## src/rtl/logic_unit_pipe.sv

```systemverilog
// Registered bitwise logic unit: one pipeline stage with valid/ready on both sides,
// plus an optional accumulator that can stand in for operand A.
module logic_unit_pipe #(
  parameter int unsigned WIDTH   = 8,
  parameter int unsigned COUNT_W = 8
) (
  input  logic               clk,
  input  logic               rst_n,
  input  logic               in_valid,
  output logic               in_ready,
  input  logic [WIDTH-1:0]   a,
  input  logic [WIDTH-1:0]   b,
  input  logic [2:0]         op,
  input  logic               acc_en,
  input  logic               acc_clr,
  output logic [WIDTH-1:0]   y,
  output logic               y_zero,
  output logic               y_ones,
  output logic               y_parity,
  output logic               out_valid,
  input  logic               out_ready,
  output logic [WIDTH-1:0]   acc,
  output logic [COUNT_W-1:0] op_count
);

  typedef enum logic [2:0] {
    OP_AND  = 3'd0,
    OP_OR   = 3'd1,
    OP_NAND = 3'd2,
    OP_NOR  = 3'd3,
    OP_XOR  = 3'd4,
    OP_XNOR = 3'd5,
    OP_NOTA = 3'd6,
    OP_NOTB = 3'd7
  } op_e;

  logic [WIDTH-1:0]   y_q, y_d;
  logic               y_zero_q, y_zero_d;
  logic               y_ones_q, y_ones_d;
  logic               y_parity_q, y_parity_d;
  logic               out_valid_q, out_valid_d;
  logic [WIDTH-1:0]   acc_q, acc_d;
  logic [COUNT_W-1:0] op_count_q, op_count_d;

  logic               accept;
  logic [WIDTH-1:0]   op_a;
  logic [WIDTH-1:0]   result;

  always_comb begin
    in_ready = !out_valid_q || out_ready;
    accept   = in_valid && in_ready;
    op_a     = acc_en ? acc_q : a;
    result   = '0;
    case (op_e'(op))
      OP_AND:  result = op_a & b;
      OP_OR:   result = op_a | b;
      OP_NAND: result = ~(op_a & b);
      OP_NOR:  result = ~(op_a | b);
      OP_XOR:  result = op_a ^ b;
      OP_XNOR: result = ~(op_a ^ b);
      OP_NOTA: result = ~op_a;
      OP_NOTB: result = ~b;
      default: result = '0;
    endcase
  end

  always_comb begin
    y_d         = y_q;
    y_zero_d    = y_zero_q;
    y_ones_d    = y_ones_q;
    y_parity_d  = y_parity_q;
    out_valid_d = out_valid_q;
    op_count_d  = op_count_q;
    acc_d       = acc_q;

    if (accept) begin
      y_d         = result;
      y_zero_d    = (result == '0);
      y_ones_d    = &result;
      y_parity_d  = ^result;
      out_valid_d = 1'b1;
      op_count_d  = op_count_q + COUNT_W'(1);
    end else if (out_ready) begin
      out_valid_d = 1'b0;
    end

    // Clear wins over the accumulate write-back; the accepted op still saw the old acc.
    if (acc_clr) begin
      acc_d = '0;
    end else if (accept && acc_en) begin
      acc_d = result;
    end
  end

  always_ff @(posedge clk or negedge rst_n) begin
    if (!rst_n) begin
      y_q         <= '0;
      y_zero_q    <= 1'b0;
      y_ones_q    <= 1'b0;
      y_parity_q  <= 1'b0;
      out_valid_q <= 1'b0;
      acc_q       <= '0;
      op_count_q  <= '0;
    end else begin
      y_q         <= y_d;
      y_zero_q    <= y_zero_d;
      y_ones_q    <= y_ones_d;
      y_parity_q  <= y_parity_d;
      out_valid_q <= out_valid_d;
      acc_q       <= acc_d;
      op_count_q  <= op_count_d;
    end
  end

  assign y         = y_q;
  assign y_zero    = y_zero_q;
  assign y_ones    = y_ones_q;
  assign y_parity  = y_parity_q;
  assign out_valid = out_valid_q;
  assign acc       = acc_q;
  assign op_count  = op_count_q;

endmodule

```

## config.mk

```make
export PLATFORM = sky130hd
export DESIGN_NAME = logic_unit_pipe
export DESIGN_NICKNAME = d
export VERILOG_FILES = /design/src/rtl/logic_unit_pipe.sv
export SDC_FILE = /design/constraint.sdc
export NUM_CORES = 1
export LEC_CHECK = 0
export ABC_AREA = 1
export ABC_CLOCK_PERIOD_IN_PS = 2100
export BUFFER_PORTS_ARGS = -buffer_cell sky130_fd_sc_hd__buf_4
export CAP_MARGIN = 20
export CORE_UTILIZATION = 50
export CTS_CLUSTER_DIAMETER = 200
export DETAILED_ROUTE_END_ITERATION = 10
export PLACE_DENSITY = 0.77
export SLEW_MARGIN = 20
export SYNTH_ARGS = -nofsm -noshare
export SYNTH_HDL_FRONTEND = slang
export SYNTH_SLANG_ARGS = --single-unit
```

## constraint.sdc

```tcl
create_clock -name clk -period 2.1 [get_ports clk]
set_input_delay 0.105 -clock clk [delete_from_list [all_inputs] [get_ports clk]]
set_output_delay 0.105 -clock clk [all_outputs]
set_load 0.02 [all_outputs]
```

==> results of run 1 <==
-- placed cells by master, fill, tap and decap left out --
cell type	count
ha_1	16
xnor2_1	5
nand2_2	14
inv_2	12
clkbuf_8	4
nand3_1	43
a21oi_2	1
nor2_8	2
ha_4	8
xnor2_2	2
nand4_1	15
nor2_1	20
nand3_2	2
nand2_1	117
nor2_4	1
xor2_1	3
nor2_2	2
buf_4	83
o21ai_2	1
inv_1	55
nand3b_1	3
dfrtp_1	27
buf_12	1
o21ai_0	6
o21ai_1	1
dfrtp_2	1
dlygate4sd3_1	1
ha_2	1
-- critical path, stage by stage (launching register included) --
cell and delay (ns):
dfrtp_2 0.42, inv_2 0.05, nand2_2 0.04, nand2_2 0.10, ha_4 0.21, o21ai_2 0.12, nand2_1 0.07, a21oi_2 0.10
nand2_1 0.09, nand2_2 0.09, inv_2 0.06, ha_4 0.24, xnor2_2 0.14, xnor2_1 0.22, o21ai_1 0.11
-- stage by stage --
| stage | util, % | setup slack, ns |
|---|---|---|
| 2_1_floorplan | - | -0.01576 |
| 4_1_cts | 67.50 | 0.001384 |
| 6_report | 70.57 | -0.08300 |
| 3_5_place_dp | 64.95 | -0.1549 |
| 5_1_grt | 70.57 | -0.2045 |
| 3_3_place_gp | 64.95 | -0.04147 |
-- registers in the layout, summed over array words and instances, names as in the netlist --
name and flops:
acc 8, op_count 8, out_valid 1, y 8, y_ones 1, y_parity 1
y_zero 1
-- cell families after synthesis --
family	count (synthesis)	synth area share, %
AOI/OAI and AO/OA	9	1.825
xor gates and xnor gates	10	3.548
adders and majority gates	25	12.67
buffers and inverters	79	13.58
DFF	28	28.38
and+or+nand+nor	219	39.99
-- layer usage --
layer | global-route usage [%] | part of all wire (%) | up-vias
met5 | 0 | 0 | -
met4 | 4.793 | 1.9 | 0
met3 | 3.472 | 5.3 | 12
met2 | 41.74 | 48 | 86
met1 | 33.39 | 44 | 1148
li1 | - | - | 1297
-- power by group --
group / switching, W / internal (W)
Combinational: 0.000575 / 0.000469
Sequential: 0.0000914 / 0.000644
Clock: 0.000162 / 0.000168
-- final cells by class --
| cell class | count | share of cell area, % |
|---|---|---|
| Tap cell | 67 | 2.515 |
| Clock buffer | 4 | 1.652 |
| Timing Repair Buffer | 85 | 19.59 |
| Inverter | 67 | 7.545 |
| Multi-Input combinational cell | 263 | 47.64 |
| Sequential cell | 28 | 21.06 |
-- repair_timing --
action | CTS | global route
hold buffers | 1 | 0
setup endpoints to repair | 1 | 1
gates resized for setup | 10 | 24
buffers inserted | 0 | 6
endpoints found under the hold margin | 28 | 0
pin swaps | 5 | 18
-- worst max-delay path by stage --
stage,from,end,slack (ns),cells after the start
floorplan,acc[4],y_parity,-0.02,14
global placement,acc_en,y_parity,-0.04,15
detailed placement,acc_en,y_parity,-0.15,15
CTS,acc[3],y_parity,0.001,14
global route,acc[2],y_parity,-0.20,14
finish,acc[4],y_parity,-0.08,14
==> reports/metrics.csv, run 1 <==
metric,value,unit
nFillCells,374,
r2r_start,acc[4],
clk_pin_slew,0.09,ns
drcViolationCount,0,
hp-class,primary input to flop,
multi_input_area,1588,um^2
tightest_slew,0.3593,ns
drv_cap,0,
synth_nets,420,
io_pins,54,
reg2reg_depth,14,
syn_inst,370,
hold_path_depth,4,
period_minus_slack,2.183,ns
clk_path_buf_depth,2,
yosys_warnings,0,
hold_ws,0.1265,ns
die_area,5222,um^2
yosys.area.top_type_share,28.38,%
insertion_delay,0.27,ns
htree_levels,1,
start_kind,flop,
synth.area.top_cells,"dfrtp_1 (28%), nand2_1 (20%), ha_1 (13%), inv_1 (9.7%), nand3_1 (8.7%)",
finalCritPeriodShare,104.0,%
yosysTopAreaCell,dfrtp_1,
power_leakage,1.943,nW
seq_area,701.9,um^2
setup_ws,-0.08300,ns
rows,25,
die_y,72.27,um
vias_per_cell,4.947,
yosys.cell_count.top_type,nand2_1,
cp-end-kind,flop,
outcome,finished with violations,
grt_pass1_vias,2257,
max_freq,458.1,MHz
dp_cells,503,
syn_area,2469,um^2
synth_edf_count,0,
grt_max_degree,29,
syn_to_final_growth,35.02,%
drt_first_iter_violations,198,
crit_fanout,3,
setup_violations,1,
antenna_left,0,
stdcell_area,3333,um^2
syn_area_per_cell,6.672,um^2
grt_overflow,0,
yosys_register_bits,28,
post_drt_wl_per_cell,12.20,um
cellPowerDensity,632.8,nW/um^2
numPortBuffers,53,
ys_types,21,
antenna_found_initial,0,
min_from,out_ready,
gp_congestion,0.8291,
r2r_end,y_parity,
nets,498,
peakVddDrop,0.5884,mV
via_count,2543,
synth-seq-area-share,28.38,%
start_util,52.26,%
violations,negative setup slack,
n_antenna_cell,0,
grt_pass1_wl,10140,um
setup_tns,-0.08300,ns
rsz0062_at_grt,yes,
die_w,72.27,um
worstPathRequired,2.26,ns
yosys_most_used_dff,dfrtp_1,
r2r_slack,-0.08,ns
cts_tree,built,
gr-usage-all-layers,24.53,%
drtPass1Iterations,5,
cts_num_sinks,28,
stdcell_count,514,
finalPower,0.002109,W
hold_violations,0,
place_area,3068,um^2
core,4723,um^2
drive_above_1_share,30.20,%
fin_worst_skew,0.001381,ns
ys_async_sr_fraction,100.0,%
finalMaxSlewViolations,0,
dpl.hpwl,4470,um
clockRootBuffer,clkbuf_8,
drt-total-wl,6273,um
critPathKind,flop to flop,
hold_path_end,out_valid,
cts_buffers,3,
slew_headroom,76.02,%
synth_common_cells,"nand2_1 (129), inv_1 (64), nand3_1 (43)",
crit_arrival,2.34,ns
Note: power is estimated with default switching activity, not from simulation.
==> run 2: changes to the inputs <==
- CORE_ASPECT_RATIO: unset -> 1.5
==> reports/metrics.csv, run 2 (synthesized netlist as in run 1, its figures left out) <==
metric,value,unit
outcome,finished with violations,
violations,negative setup slack,
clockRootBuffer,clkbuf_8,
drt-total-wl,6816,um
worstPathRequired,2.27,ns
cellPowerDensity,626.4,nW/um^2
tightest_slew,0.3726,ns
nets,513,
peakVddDrop,0.3260,mV
drtPass1Iterations,4,
setup_ws,-0.03317,ns
grt_pass1_wl,10130,um
htree_levels,1,
grt_pass1_vias,2370,
rows,31,
clk_pin_slew,0.09,ns
cp_top_family,simple AND/OR/NAND/NOR gates,
post_drt_wl_per_cell,12.91,um
insertion_delay,0.28,ns
syn_to_final_growth,41.00,%
p_sw,0.0008547,W
numPortBuffers,53,
grt_max_degree,29,
hold_ws,0.1257,ns
hp-class,primary input to flop,
place_area,3107,um^2
die_area,5228,um^2
die_y,88.06,um
max_freq,468.8,MHz
start_util,51.74,%
cts_tree,built,
fin_worst_skew,0.004540,ns
crit_top_cell,nand2_1,
drv_cap,0,
p_comb_share,50.8,%
pwr-share-clk,15.2,%
n_antenna_cell,0,
p_int,0.001326,W
crit_arrival,2.30,ns
period_minus_slack,2.133,ns
gp_congestion,0.8344,
vias_per_cell,5.064,
cp-end-kind,flop,
rsz0062_at_grt,yes,
dpl.hpwl,4836,um
final_common_cell,nand2_1,
slowest_stage,dfrtp_1,
drcViolationCount,0,
drive_above_1_share,34.42,%
setup_violations,1,
critPathKind,flop to flop,
hold_violations,0,
switching_share,39.20,%
finalPower,0.002180,W
antenna_found_initial,0,
cts_buffers,3,
start_kind,flop,
power_leakage,2.008,nW
drt_first_iter_violations,154,
cts_num_sinks,28,
pwr-share-seq,34.0,%
stdcell_count,528,
die_w,59.37,um
finalCritPeriodShare,101.6,%
io_pins,54,
nFillCells,397,
cpPeakStageDelay,0.39,ns
stdcell_area,3481,um^2
gr-usage-all-layers,25.06,%
crit_fanout,3,
grt_overflow,0,
finalMaxSlewViolations,0,
dp_cells,509,
core,4771,um^2
slew_headroom,75.13,%
final_cell_mix,"nand2_1 (115), buf_4 (99), inv_1 (54)",
utilization,72.96,%
via_count,2674,
antenna_left,0,
clk_path_buf_depth,2,
cp_cell_sequence,inv_1 > nand2_1 > nand2_2 > ha_4 > nand3b_1 > nand2_1 > nor2_1 > nand2_1 > nand2_2 > inv_2 > ha_4 > xnor2_2 > xnor2_1 > o21ai_1,
cp_num_buf_inv,2,
## run 2: per-stage QoR
stage / TNS, ns / worst slack (ns)
detailed placement: -0.1279 / -0.1279
global route: -0.2227 / -0.1639
global placement: -0.03094 / -0.03094
floorplan: -0.01576 / -0.01576
finish: -0.03317 / -0.03317
CTS: 0 / 0.002576
## run 2: cell type report
cell class              instances  area, um^2  share of cell area, %
multi-input cells             263        1637                  47.02
repair buffers                100       753.2                  21.64
inverters                      67       251.5                  7.225
flip-flops and latches         28       701.9                  20.17
clock buffers                   4       55.05                  1.582
well taps                      66       82.58                  2.372
## run 2: worst register-to-register path, cell delays in order, from the launching register on
cell      delay [ns]
dfrtp_1         0.39
inv_1           0.06
nand2_1         0.06
nand2_2         0.12
ha_4            0.22
nand3b_1        0.16
nand2_1         0.08
nor2_1          0.04
nand2_1         0.11
nand2_2         0.10
inv_2           0.07
ha_4            0.20
xnor2_2         0.18
xnor2_1         0.15
o21ai_1         0.09
## run 2: power by group through the flow
| stage | sequential [W] | combinational, W | clock (W) |
|---|---|---|---|
| global route | 0.000753 | 0.00121 | 0.000355 |
| finish | 0.000741 | 0.00111 | 0.000332 |
| detailed placement | 0.000752 | 0.000930 | 0 |
| floorplan | 0.000867 | 0.000423 | 0 |
| CTS | 0.000742 | 0.000970 | 0.000332 |
| global placement | 0.000747 | 0.000902 | 0 |
## run 2: final timing paths
kind	cells past startpoint	slack (ns)	to	startpoint
worst max-delay path	14	-0.03	y_parity	acc[5]
max in group asynchronous	2	1.56	acc[4]	rst_n
worst max register to register	14	-0.03	y_parity	acc[5]
worst min register to register	1	0.49	op_count[7]	op_count[7]
min in group asynchronous	2	0.27	out_valid	rst_n
worst min-delay path	4	0.13	out_valid	out_ready
## run 2: timing repair
| item | CTS | global route |
|---|---|---|
| buffers inserted | 0 | 14 |
| gates resized for setup | 8 | 39 |
| hold endpoints to repair | 28 | 0 |
| pin swaps | 1 | 35 |
| hold buffers | 1 | 0 |
| setup endpoints to repair | 1 | 1 |
## run 2: per-layer routing
metal	global-route usage, %	routed length [um]	up-vias
met5	0	0	-
met1	28.74	2665	1250
met4	11.47	197	0
met2	45.66	3710	81
met3	2.216	243	18
li1	-	-	1325
